### src/rtl/uart_frame_loader.sv
//------------------------------------------------------------------------------
// uart_frame_loader : 8N1 UART receiver that assembles a 9-row x 8-bit display
//                     frame behind a sync byte and commits it atomically.
// Revision 1.0 - initial release
//------------------------------------------------------------------------------
`timescale 1ns/1ps
`default_nettype none

module uart_frame_loader #(
  parameter int          CLKS_PER_BIT = 234,
  parameter logic [7:0]  SYNC_BYTE    = 8'hA5,
  parameter int          TIMEOUT_CLKS = 2_700_000
) (
  input  logic        XTAL_IN,
  input  logic        ARST_N,
  input  logic        UART_RX,
  output logic [71:0] FRAME,
  output logic        FRAME_UPD,
  output logic        BYTE_VALID,
  output logic [7:0]  BYTE_DATA,
  output logic        FRAME_ERR
);

  localparam int            CW        = $clog2(CLKS_PER_BIT);
  localparam int            GW        = $clog2(TIMEOUT_CLKS + 1);
  localparam logic [CW-1:0] BIT_LAST  = CW'(CLKS_PER_BIT - 1);
  localparam logic [CW-1:0] HALF_LAST = CW'(CLKS_PER_BIT / 2 - 1);
  localparam logic [GW-1:0] GAP_MAX   = GW'(TIMEOUT_CLKS);

  typedef enum logic [1:0] {R_IDLE, R_START, R_DATA, R_STOP} rx_state_t;
  typedef enum logic       {P_HUNT, P_LOAD}                 p_state_t;

  logic            rx_meta_q, rx_s_q;
  rx_state_t       rx_state_q, rx_state_d;
  logic [CW-1:0]   clk_cnt_q, clk_cnt_d;
  logic [2:0]      bit_cnt_q, bit_cnt_d;
  logic [7:0]      shift_q, shift_d;
  logic            byte_valid_q, byte_valid_d;
  logic [7:0]      byte_data_q, byte_data_d;
  logic            stop_err_q, stop_err_d;

  p_state_t        p_state_q, p_state_d;
  logic [3:0]      idx_q, idx_d;
  logic [63:0]     shadow_q, shadow_d;
  logic [GW-1:0]   gap_q, gap_d;
  logic [71:0]     frame_q, frame_d;
  logic            frame_upd_q, frame_upd_d;
  logic            frame_err_q, frame_err_d;

  always_ff @(posedge XTAL_IN or negedge ARST_N) begin
    if (!ARST_N) begin
      rx_meta_q <= 1'b1;
      rx_s_q    <= 1'b1;
    end else begin
      rx_meta_q <= UART_RX;
      rx_s_q    <= rx_meta_q;
    end
  end

  always_comb begin
    rx_state_d   = rx_state_q;
    clk_cnt_d    = clk_cnt_q + 1'b1;
    bit_cnt_d    = bit_cnt_q;
    shift_d      = shift_q;
    byte_valid_d = 1'b0;
    byte_data_d  = byte_data_q;
    stop_err_d   = 1'b0;
    case (rx_state_q)
      R_IDLE: begin
        clk_cnt_d = '0;
        if (!rx_s_q) begin
          rx_state_d = R_START;
          bit_cnt_d  = 3'd0;
        end
      end
      R_START: begin
        // A line that is high again at mid-start-bit was only a glitch.
        if (clk_cnt_q == HALF_LAST) begin
          clk_cnt_d  = '0;
          rx_state_d = rx_s_q ? R_IDLE : R_DATA;
        end
      end
      R_DATA: begin
        if (clk_cnt_q == BIT_LAST) begin
          clk_cnt_d = '0;
          shift_d   = {rx_s_q, shift_q[7:1]};
          bit_cnt_d = bit_cnt_q + 3'd1;
          if (bit_cnt_q == 3'd7) rx_state_d = R_STOP;
        end
      end
      R_STOP: begin
        if (clk_cnt_q == BIT_LAST) begin
          clk_cnt_d  = '0;
          rx_state_d = R_IDLE;
          if (rx_s_q) begin
            byte_valid_d = 1'b1;
            byte_data_d  = shift_q;
          end else begin
            stop_err_d = 1'b1;
          end
        end
      end
      default: rx_state_d = R_IDLE;
    endcase
  end

  always_ff @(posedge XTAL_IN or negedge ARST_N) begin
    if (!ARST_N) begin
      rx_state_q   <= R_IDLE;
      clk_cnt_q    <= '0;
      bit_cnt_q    <= 3'd0;
      shift_q      <= 8'd0;
      byte_valid_q <= 1'b0;
      byte_data_q  <= 8'd0;
      stop_err_q   <= 1'b0;
    end else begin
      rx_state_q   <= rx_state_d;
      clk_cnt_q    <= clk_cnt_d;
      bit_cnt_q    <= bit_cnt_d;
      shift_q      <= shift_d;
      byte_valid_q <= byte_valid_d;
      byte_data_q  <= byte_data_d;
      stop_err_q   <= stop_err_d;
    end
  end

  always_comb begin
    p_state_d   = p_state_q;
    idx_d       = idx_q;
    shadow_d    = shadow_q;
    gap_d       = '0;
    frame_d     = frame_q;
    frame_upd_d = 1'b0;
    frame_err_d = 1'b0;
    case (p_state_q)
      P_HUNT: begin
        if (byte_valid_q && (byte_data_q == SYNC_BYTE)) begin
          p_state_d = P_LOAD;
          idx_d     = 4'd0;
        end
      end
      P_LOAD: begin
        gap_d = (gap_q == GAP_MAX) ? gap_q : gap_q + 1'b1;
        // A byte arriving in the timeout cycle takes priority over the abort.
        if (byte_valid_q) begin
          gap_d = '0;
          if (idx_q == 4'd8) begin
            frame_d     = {byte_data_q, shadow_q};
            frame_upd_d = 1'b1;
            p_state_d   = P_HUNT;
            idx_d       = 4'd0;
          end else begin
            shadow_d[{idx_q[2:0], 3'b000} +: 8] = byte_data_q;
            idx_d = idx_q + 4'd1;
          end
        end else if (stop_err_q || (gap_q == GAP_MAX)) begin
          frame_err_d = 1'b1;
          p_state_d   = P_HUNT;
          idx_d       = 4'd0;
        end
      end
      default: p_state_d = P_HUNT;
    endcase
  end

  always_ff @(posedge XTAL_IN or negedge ARST_N) begin
    if (!ARST_N) begin
      p_state_q   <= P_HUNT;
      idx_q       <= 4'd0;
      shadow_q    <= 64'd0;
      gap_q       <= '0;
      frame_q     <= 72'd0;
      frame_upd_q <= 1'b0;
      frame_err_q <= 1'b0;
    end else begin
      p_state_q   <= p_state_d;
      idx_q       <= idx_d;
      shadow_q    <= shadow_d;
      gap_q       <= gap_d;
      frame_q     <= frame_d;
      frame_upd_q <= frame_upd_d;
      frame_err_q <= frame_err_d;
    end
  end

  assign FRAME      = frame_q;
  assign FRAME_UPD  = frame_upd_q;
  assign BYTE_VALID = byte_valid_q;
  assign BYTE_DATA  = byte_data_q;
  assign FRAME_ERR  = frame_err_q;

endmodule

`default_nettype wire

### config.mk
export PLATFORM = sky130hd
export DESIGN_NAME = uart_frame_loader
export DESIGN_NICKNAME = d
export VERILOG_FILES = /design/src/rtl/uart_frame_loader.sv
export SDC_FILE = /design/constraint.sdc
export NUM_CORES = 1
export LEC_CHECK = 0
export ABC_AREA = 1
export BUFFER_PORTS_ARGS = -buffer_cell sky130_fd_sc_hd__buf_2
export CAP_MARGIN = 10
export CORE_MARGIN = 4
export CORE_UTILIZATION = 50
export DETAILED_ROUTE_END_ITERATION = 16
export PLACE_DENSITY = 0.74
export SLEW_MARGIN = 5
export SYNTH_ARGS = -nofsm -noshare
export SYNTH_HDL_FRONTEND = slang
export SYNTH_SLANG_ARGS = --single-unit
export TNS_END_PERCENT = 1
### constraint.sdc
create_clock -name XTAL_IN -period 2.5 [get_ports XTAL_IN]
set_input_delay 0.375 -clock XTAL_IN [delete_from_list [all_inputs] [get_ports XTAL_IN]]
set_output_delay 0.375 -clock XTAL_IN [all_outputs]
set_load 0.01 [all_outputs]
## After elaboration in Yosys (flattened, before gate mapping)

Cells that the tools add are included.

| cells by class | value |
|---|---|
| shifts and indexed selects | 2 |
| mux-type cells | 39 |
| equality and inequality tests | 17 |
| bitwise logic cells | 2 |
| reductions and logical operators | 12 |
| add/subtract/negate cells | 5 |

Operators by type and width:

| kind | count |
|---|---|
| 22-bit two-way mux | 3 |
| 64-bit bitwise mux | 1 |
| 8-bit by 8-bit variable shift with 64-bit output, first input constant | 1 |
| 8-bit by 8-bit indexed part select with 64-bit output | 1 |
| 8-bit case mux with 3 select lines | 1 |
| 22-bit by 1-bit adder with 22-bit output, second input constant | 1 |
| 22-bit equality test, second input constant | 1 |
| 8-bit equality test, second input constant | 2 |
| 1-bit two-way mux | 16 |
| 4-bit two-way mux | 4 |
| 8-bit two-way mux | 2 |
| 2-bit two-way mux | 6 |
| 2-bit inequality test, second input constant | 6 |
| 3-bit AND reduction | 4 |
| 8-bit by 1-bit adder with 8-bit output, second input constant | 1 |
| 8-bit by 7-bit equality test with 1-bit output, second input constant | 1 |
| 6-bit negation with 8-bit output | 1 |
| 2-bit case mux with 4 select lines | 1 |
| 4-bit case mux with 2 select lines | 1 |
| 3-bit two-way mux | 2 |
| 3-bit case mux with 2 select lines | 1 |
| 5-bit AND reduction | 1 |
| 4-bit by 1-bit adder with 4-bit output, second input constant | 1 |
| 2-bit equality test, second input constant | 2 |
| 14 further kinds | 16 |

| storage, ports and cells | value |
|---|---|
| output and inout bits | 83 |
| logic and storage cells | 93 |
| input port bits | 3 |
| bits in registers | 198 |

## Logic depth before layout (Yosys ltp)

Gate-level depths: netlist (run 1).

| logic depth | value |
|---|---|
| word-level depth | 5 |
| mapped depth | 11 |
| gate-level depth less buffers | 11 |

## Worst setup path before layout (run 1)

OpenSTA, ideal clock, no wires.

| timing path | value |
|---|---|
| path kind | register -> register |
| from | register idx_q[0] |
| to | register shadow_q[7] |
| stages on the path, launching flop included | 10 |
| period minus slack after synthesis | 1.985 ns |
| data arrival time | 1.908 ns |
| required time | 2.423 ns |
| path buffers | 1 |
| library setup time | 0.077 ns |
| slack | 0.515 ns |
| path through | dfrtp_1 -> inv_2 -> ha_1 -> ha_1 -> inv_1 -> nand3_1 -> nor3_4 -> buf_4 -> nor2_1 -> a21oi_1 |

| on the way | value |
|---|---|
| cells in the longest elaborated chain, start to end | 3 |
| elaborated cells between the ends (all ways) | 7 |
| classes of those cells | add/sub (1); eq/ne (1); shift (2); mux (1); bitwise (1); reduce/logical (1) |

RTL lines:

| element | RTL line | source |
|---|---|---|
| from (decl) | 43 | `logic [3:0] idx_q, idx_d;` |
| from (signal assigned) | 177 | `idx_q <= idx_d;` |
| 6-bit negation with 8-bit output or 4-bit equality test (tied branches) | 153, 147 |  |
| 8-bit by 8-bit indexed part select with 64-bit output, or another cell as far along | 153 | `shadow_d[{idx_q[2:0], 3'b000} +: 8] = byte_data_q;` |
| 64-bit bitwise mux or 3-bit AND reduction (tied branches) | -- |  |
| to (signal assigned) | 178 | `shadow_q <= shadow_d;` |
| to (decl) | 44 | `logic [63:0] shadow_q, shadow_d;` |

Several ways; a longest one is shown, not always the timed one.
A chain may end at the register's enable or synchronous reset.

## Worst setup path in the final report (run 1)

| timing path | value |
|---|---|
| from | register idx_q[0] |
| to | register shadow_q[18] |

Same word-level chain as after synthesis.

==> flow_summary.toml, run 1 <==
[placement]
gp_congestion = 0.866
port-buffer-count = 85
placed_area_um2 = 8960
dp_hpwl_um = 12400

[worst_setup_path]
path_cells = "inv_2 -> ha_1 -> ha_1 -> or2_1 -> nor2_2 -> inv_1 -> nor2_4 -> inv_2 -> nand2_1 -> o21ai_0"
crit_slowest_cell = "dfrtp_1"
critical_path_class = "reg2reg"
cpPeakStageDelay_ps = 430
required_ps = 2800
setup.worst_path.end_class = "register"
worstSetupStartpointType = "register"
worstPathArrival_ps = 2580
crit_path_max_fanout = 7
critPathTopFamily = "simple AND/OR/NAND/NOR gates"
crit_buf_inv = 3

[clock_network]
ctsRootBufferMaster = "clkbuf_16"
cts_max_level = 4
cts.repair.resized = 0
cts_buffers = 17
worstSkewPairLatency_ps = 440
path_clk_slew_ps = 70
clockBufferDepth = 2
cts_hold_buffers = 1
cts_setup_buffers = 0
cts_tree = "built"
cts_sinks = 198

[global_route]
grt_usage_pct = 20.2
grt_first_pass_wirelength_um = 29600
grt_overflow = 0
antenna_found_initial = 0
grt_max_degree = 85
grt_pass1_vias = 5946

[job]
maxCapViolations = 0

[final_layout]
antennaDiodeCount = 0
final_cell_mix = "269 x nand2_1, 196 x dfrtp_1, 94 x nor2_1"
layout-drive-gt1-share_pct = 15.7
final_nets = 1020
fin_area_um2 = 9540
layout_commonest_cell = "nand2_1"
fillers = 1423
synthToLayoutAreaGrowth_pct = 15.8

[yosys]
synthesis.nets = 926
synth-compound-area-share_pct = 9.96
seq_area_frac_synth_pct = 60.2
synth_mux_area_share_pct = 0
synth_xor_area_share_pct = 0.957
netlist_area_um2 = 8240
syn_inst = 912
ys_warn_count = 0
ys_seq_elements = 198
synth_simple_gate_area_share_pct = 21.4
synthAdderAreaFrac_pct = 1.67
avgSynthCellArea_um2 = 9.03
synth_top_family_by_area = "simple AND/OR/NAND/NOR gates"
synth_cell_types = 35

[sta]
fin_crit_ps = 2280
worstMarginPinSlew_ps = 583
fin_crit_sh_pct = 91.2
relSlewSlack_pct = 61.0
rsz0062_at_grt = "no"
worst_clock_skew_ps = 8.78
drv_slew = 0
setup_viol = 0
fmax_mhz = 439
setup_tns_ps = 0
hold_violations = 0

[floorplan]
rows = 46
die-area_um2 = 18600
io_pins = 86
fp.dieH_um = 136
coreArea_um2 = 16000
die_x_um = 136
start_util_pct = 51.5

[drt]
routedWlPerCell_um = 14.4
drt.antenna.violating_nets = 0
routed_wl_um = 17800
viasPerCell = 5.05
vias = 6242
drtIter0Drc = 482
drc_errors = 0
firstDrtPassIters = 5

[status]
status = "completed"

[power]
ir_worst_vdd_uv = 470
leakagePower_nw = 4.62
powerDensity_nw_per_um2 = 618

[worst_hold_path]
hold_path_class = "in2reg"
[through the flow]
stage	cells	utilization (%)	hold slack (ps)	setup slack (ps)	power, mW
6_report	1235	59.6	35.1	220	5.90
5_1_grt	1235	59.6	20.5	19.6	6.11
4_1_cts	1235	59.6	18.3	260	5.94
3_5_place_dp	1202	56.0	349	281	3.34
3_3_place_gp	1202	56.0	346	364	3.34
2_1_floorplan	912	-	79.4	515	3.27
[metal layers]
layer | track usage, % | wire [um]
met5 | 0 | 0
met4 | 6.05 | 213
met2 | 30.7 | 8190
met3 | 4.52 | 1040
met1 | 29.3 | 8380
[Yosys cell counts]
cell type / count / area [um2]
nand2_2: 1 / 6.26
nor3_4: 1 / 16.3
clkbuf_1: 10 / 37.5
a31oi_4: 1 / 21.3
xor2_1: 7 / 61.3
nand3_4: 2 / 35.0
nand3_1: 26 / 130
nand4_1: 6 / 37.5
nor3_1: 7 / 35.0
and2_1: 1 / 6.26
nand2_1: 269 / 1010
buf_4: 4 / 30.0
dfrtp_1: 196 / 4900
o21ai_0: 77 / 385
inv_1: 87 / 327
a21oi_2: 2 / 17.5
or2_2: 1 / 6.26
xnor2_1: 2 / 17.5
a22oi_1: 1 / 7.51
nor2_4: 5 / 56.3
inv_2: 7 / 26.3
nor3_2: 2 / 20.0
o22ai_1: 30 / 188
o21ai_1: 2 / 10.0
buf_2: 10 / 50.1
or2_1: 1 / 6.26
a31oi_1: 1 / 6.26
ha_1: 11 / 138
clkinv_1: 3 / 11.3
dfstp_2: 2 / 52.6
a21oi_1: 34 / 170
nor2_1: 94 / 353
nor2_2: 6 / 37.5
nand3b_1: 1 / 7.51
o21a_1: 2 / 15.0
[sequential cells by signal, summed over array words and instances, names as in the netlist, 3 cells and up, named ones only]
name / flops
FRAME: 72
BYTE_DATA: 8
idx_q: 4
gap_q: 22
clk_cnt_q: 8
bit_cnt_q: 3
shift_q: 8
shadow_q: 64
[power by group]
group          internal [mW]  total [mW]  leakage, nW  switching (mW)
Clock                   1.35        2.62        0.278            1.27
Combinational         0.0120      0.0731         1.59          0.0611
Sequential              3.20        3.20         2.75         0.00138
[kinds of logic after synthesis]
kind of cell | after synthesis
XOR/XNOR | 9
AO/OA/AOI/OAI | 150
adder cells (fa/ha/maj) | 11
AND/OR/NAND/NOR | 423
buffers and inverters | 121
flip-flops | 198
[final timing paths]
check | from | to | slack (ps) | cells past startpoint
setup / recovery | idx_q[0]$_DFFE_PN0P_ | shadow_q[18]$_DFFE_PN0P_ | 220 | 10
hold / removal | UART_RX | rx_meta_q$_DFF_PN1_ | 40 | 1
setup reg to reg | idx_q[0]$_DFFE_PN0P_ | shadow_q[18]$_DFFE_PN0P_ | 220 | 10
hold reg to reg | rx_meta_q$_DFF_PN1_ | rx_s_q$_DFF_PN1_ | 360 | 0
max in group asynchronous | ARST_N | FRAME[10]$_DFFE_PN0P_ | 1300 | 3
min in group asynchronous | ARST_N | clk_cnt_q[2]$_DFF_PN0_ | 480 | 2
[area by class of cell]
cell class / count / area (um2) / share of cell area, %
repair buffers: 99 / 579 / 6.07
inverters: 97 / 364 / 3.82
clock inverters: 14 / 130 / 1.36
multi-input cells: 593 / 2800 / 29.4
well taps: 216 / 270 / 2.83
clock buffers: 18 / 439 / 4.60
flip-flops and latches: 198 / 4960 / 52.0
Note: power is estimated with default switching activity, not from simulation.
==> run 2: changes to the inputs <==
BUFFER_PORTS_ARGS = -buffer_cell sky130_fd_sc_hd__buf_4   (was -buffer_cell sky130_fd_sc_hd__buf_2)
==> run 2 against run 1 <==
Combinational power increased by 2%. Sequential cell count unchanged. Power increased by 5.6%. Global-route usage increased by 0.77 points. Die area unchanged. Non-clock buffer count unchanged. Clock power increased by 12%. Sequential share of layout area decreased by 1.5 points. Cell area increased by 2.9%. Highest routed layer unchanged.
==> flow_summary.toml, run 2 (synthesized netlist as in run 1, its figures left out) <==
[status]
status = "completed"

[power]
p_sw_share_pct = 20.6
power.switching_mw = 1.28
p_comb_share_pct = 1.2
seq_power_share_pct = 51.5
leakagePower_nw = 4.64
powerDensity_nw_per_um2 = 634
power.internal_mw = 4.95
pwr-share-clk_pct = 47.3
ir_worst_vdd_uv = 508

[drt]
viasPerCell = 5.12
drt.antenna.violating_nets = 0
firstDrtPassIters = 5
routedWlPerCell_um = 15.0
vias = 6322
routed_wl_um = 18600
drtIter0Drc = 550
drc_errors = 0

[floorplan]
start_util_pct = 51.5
die-area_um2 = 18600
fp.dieH_um = 136
rows = 46
io_pins = 86
die_x_um = 136
coreArea_um2 = 16000

[placement]
placed_area_um2 = 9170
port-buffer-count = 85
dp_hpwl_um = 12600
gp_congestion = 0.879

[worst_setup_path]
cpPeakStageDelay_ps = 420
worstSetupStartpointType = "register"
crit_end = "shadow_q[18]$_DFFE_PN0P_"
critPathLaunch = "idx_q[0]$_DFFE_PN0P_"
setup.worst_path.end_class = "register"
rrSetupSlack_ps = 190
critPathTopFamily = "simple AND/OR/NAND/NOR gates"
crit_path_max_fanout = 7
critical_path_class = "reg2reg"
path_cells = "inv_2 -> ha_1 -> ha_1 -> or2_1 -> nor2_2 -> inv_1 -> nor2_4 -> inv_2 -> nand2_1 -> o21ai_0"
required_ps = 2800
crit_slowest_cell = "dfrtp_1"
worstPathArrival_ps = 2600
reg2reg_from = "idx_q[0]$_DFFE_PN0P_"
crit_buf_inv = 3
cp_num_cells = 10
r2r-end = "shadow_q[18]$_DFFE_PN0P_"
r2r_cells = 10

[sta]
setup_viol = 0
worstMarginPinSlew_ps = 586
drv_slew = 0
relSlewSlack_pct = 60.8
fmax_mhz = 433
worst_clock_skew_ps = 8.69
setup_tns_ps = 0
rsz0062_at_grt = "no"
hold_violations = 0
fin_crit_ps = 2310
fin_crit_sh_pct = 92.3

[worst_hold_path]
whs_path_depth = 1
hold_path_class = "in2reg"

[global_route]
grt_overflow = 0
antenna_found_initial = 0
grt_pass1_vias = 6088
grt_usage_pct = 21.0
grt_first_pass_wirelength_um = 30500
grt_max_degree = 81

[clock_network]
cts.repair.resized = 0
cts_tree = "built"
cts_sinks = 198
ctsRootBufferMaster = "clkbuf_16"
cts_buffers = 17
clockBufferDepth = 2
path_clk_slew_ps = 70
worstSkewPairLatency_ps = 440
cts_max_level = 4

[final_layout]
synthToLayoutAreaGrowth_pct = 19.1
layout-drive-gt1-share_pct = 15.4
antennaDiodeCount = 0
largest_register_ffs = 72
layout_commonest_cell = "nand2_1"
final_nets = 1020
final_cell_mix = "269 x nand2_1, 196 x dfrtp_1, 94 x nor2_1, 94 x buf_4, 87 x inv_1"
fin_area_um2 = 9820
fillers = 1385

[job]
maxCapViolations = 0
run 2: power by group through the flow:
| stage | combinational [mW] | clock (mW) | sequential [mW] |
|---|---|---|---|
| 2_1_floorplan | 0.000453 | 0 | 3.27 |
| 3_3_place_gp | 0.0784 | 0 | 3.27 |
| 5_1_grt | 0.0906 | 3.12 | 3.20 |
| 3_5_place_dp | 0.0785 | 0 | 3.27 |
| 4_1_cts | 0.0803 | 2.98 | 3.21 |
| 6_report | 0.0749 | 2.94 | 3.21 |
run 2: final cells by class:
cell class	count	area, um2	area share, %
Inverter	97	364	3.71
Timing Repair Buffer	99	790	8.04
Clock inverter	11	185	1.89
Sequential cell	198	4960	50.5
Multi-Input combinational cell	593	2800	28.5
Clock buffer	21	450	4.59
Tap cell	216	270	2.75
run 2: how the worst min path moves through the flow:
stage,start,end,slack (ps)
2_1_floorplan,ARST_N,BYTE_DATA[0]$_DFFE_PN0P_,80
3_5_place_dp,rx_meta_q$_DFF_PN1_,rx_s_q$_DFF_PN1_,350
6_report,UART_RX,rx_meta_q$_DFF_PN1_,40
5_1_grt,UART_RX,rx_meta_q$_DFF_PN1_,40
4_1_cts,UART_RX,rx_meta_q$_DFF_PN1_,30
3_3_place_gp,rx_meta_q$_DFF_PN1_,rx_s_q$_DFF_PN1_,350
run 2: repair_timing:
action	CTS	global route
setup endpoints to repair	0	0
endpoints found under the hold margin	57	0
hold buffers	1	0
buffers inserted	0	0
run 2: per-layer routing:
layer	part of all wire [%]	GRT usage (%)	vias to the layer above	wire, um
li1	-	-	3098	-
met1	46	30.1	3034	8530
met2	47	32.2	161	8730
met3	5.2	4.22	29	965
met4	1.7	7.11	0	320
met5	0	0	-	0
run 2: through the flow:
step | worst slack (ps) | total power [mW] | util (%) | hold WS, ps | std cells
after floorplan | 515 | 3.27 | - | 79.4 | 912
after global placement | 367 | 3.35 | 57.3 | 346 | 1202
after detailed placement | 252 | 3.35 | 57.3 | 354 | 1202
after CTS | 195 | 6.27 | 61.4 | 29.5 | 1235
after global routing | 55.4 | 6.41 | 61.4 | 37.0 | 1235
final | 192 | 6.23 | 61.4 | 42.0 | 1235
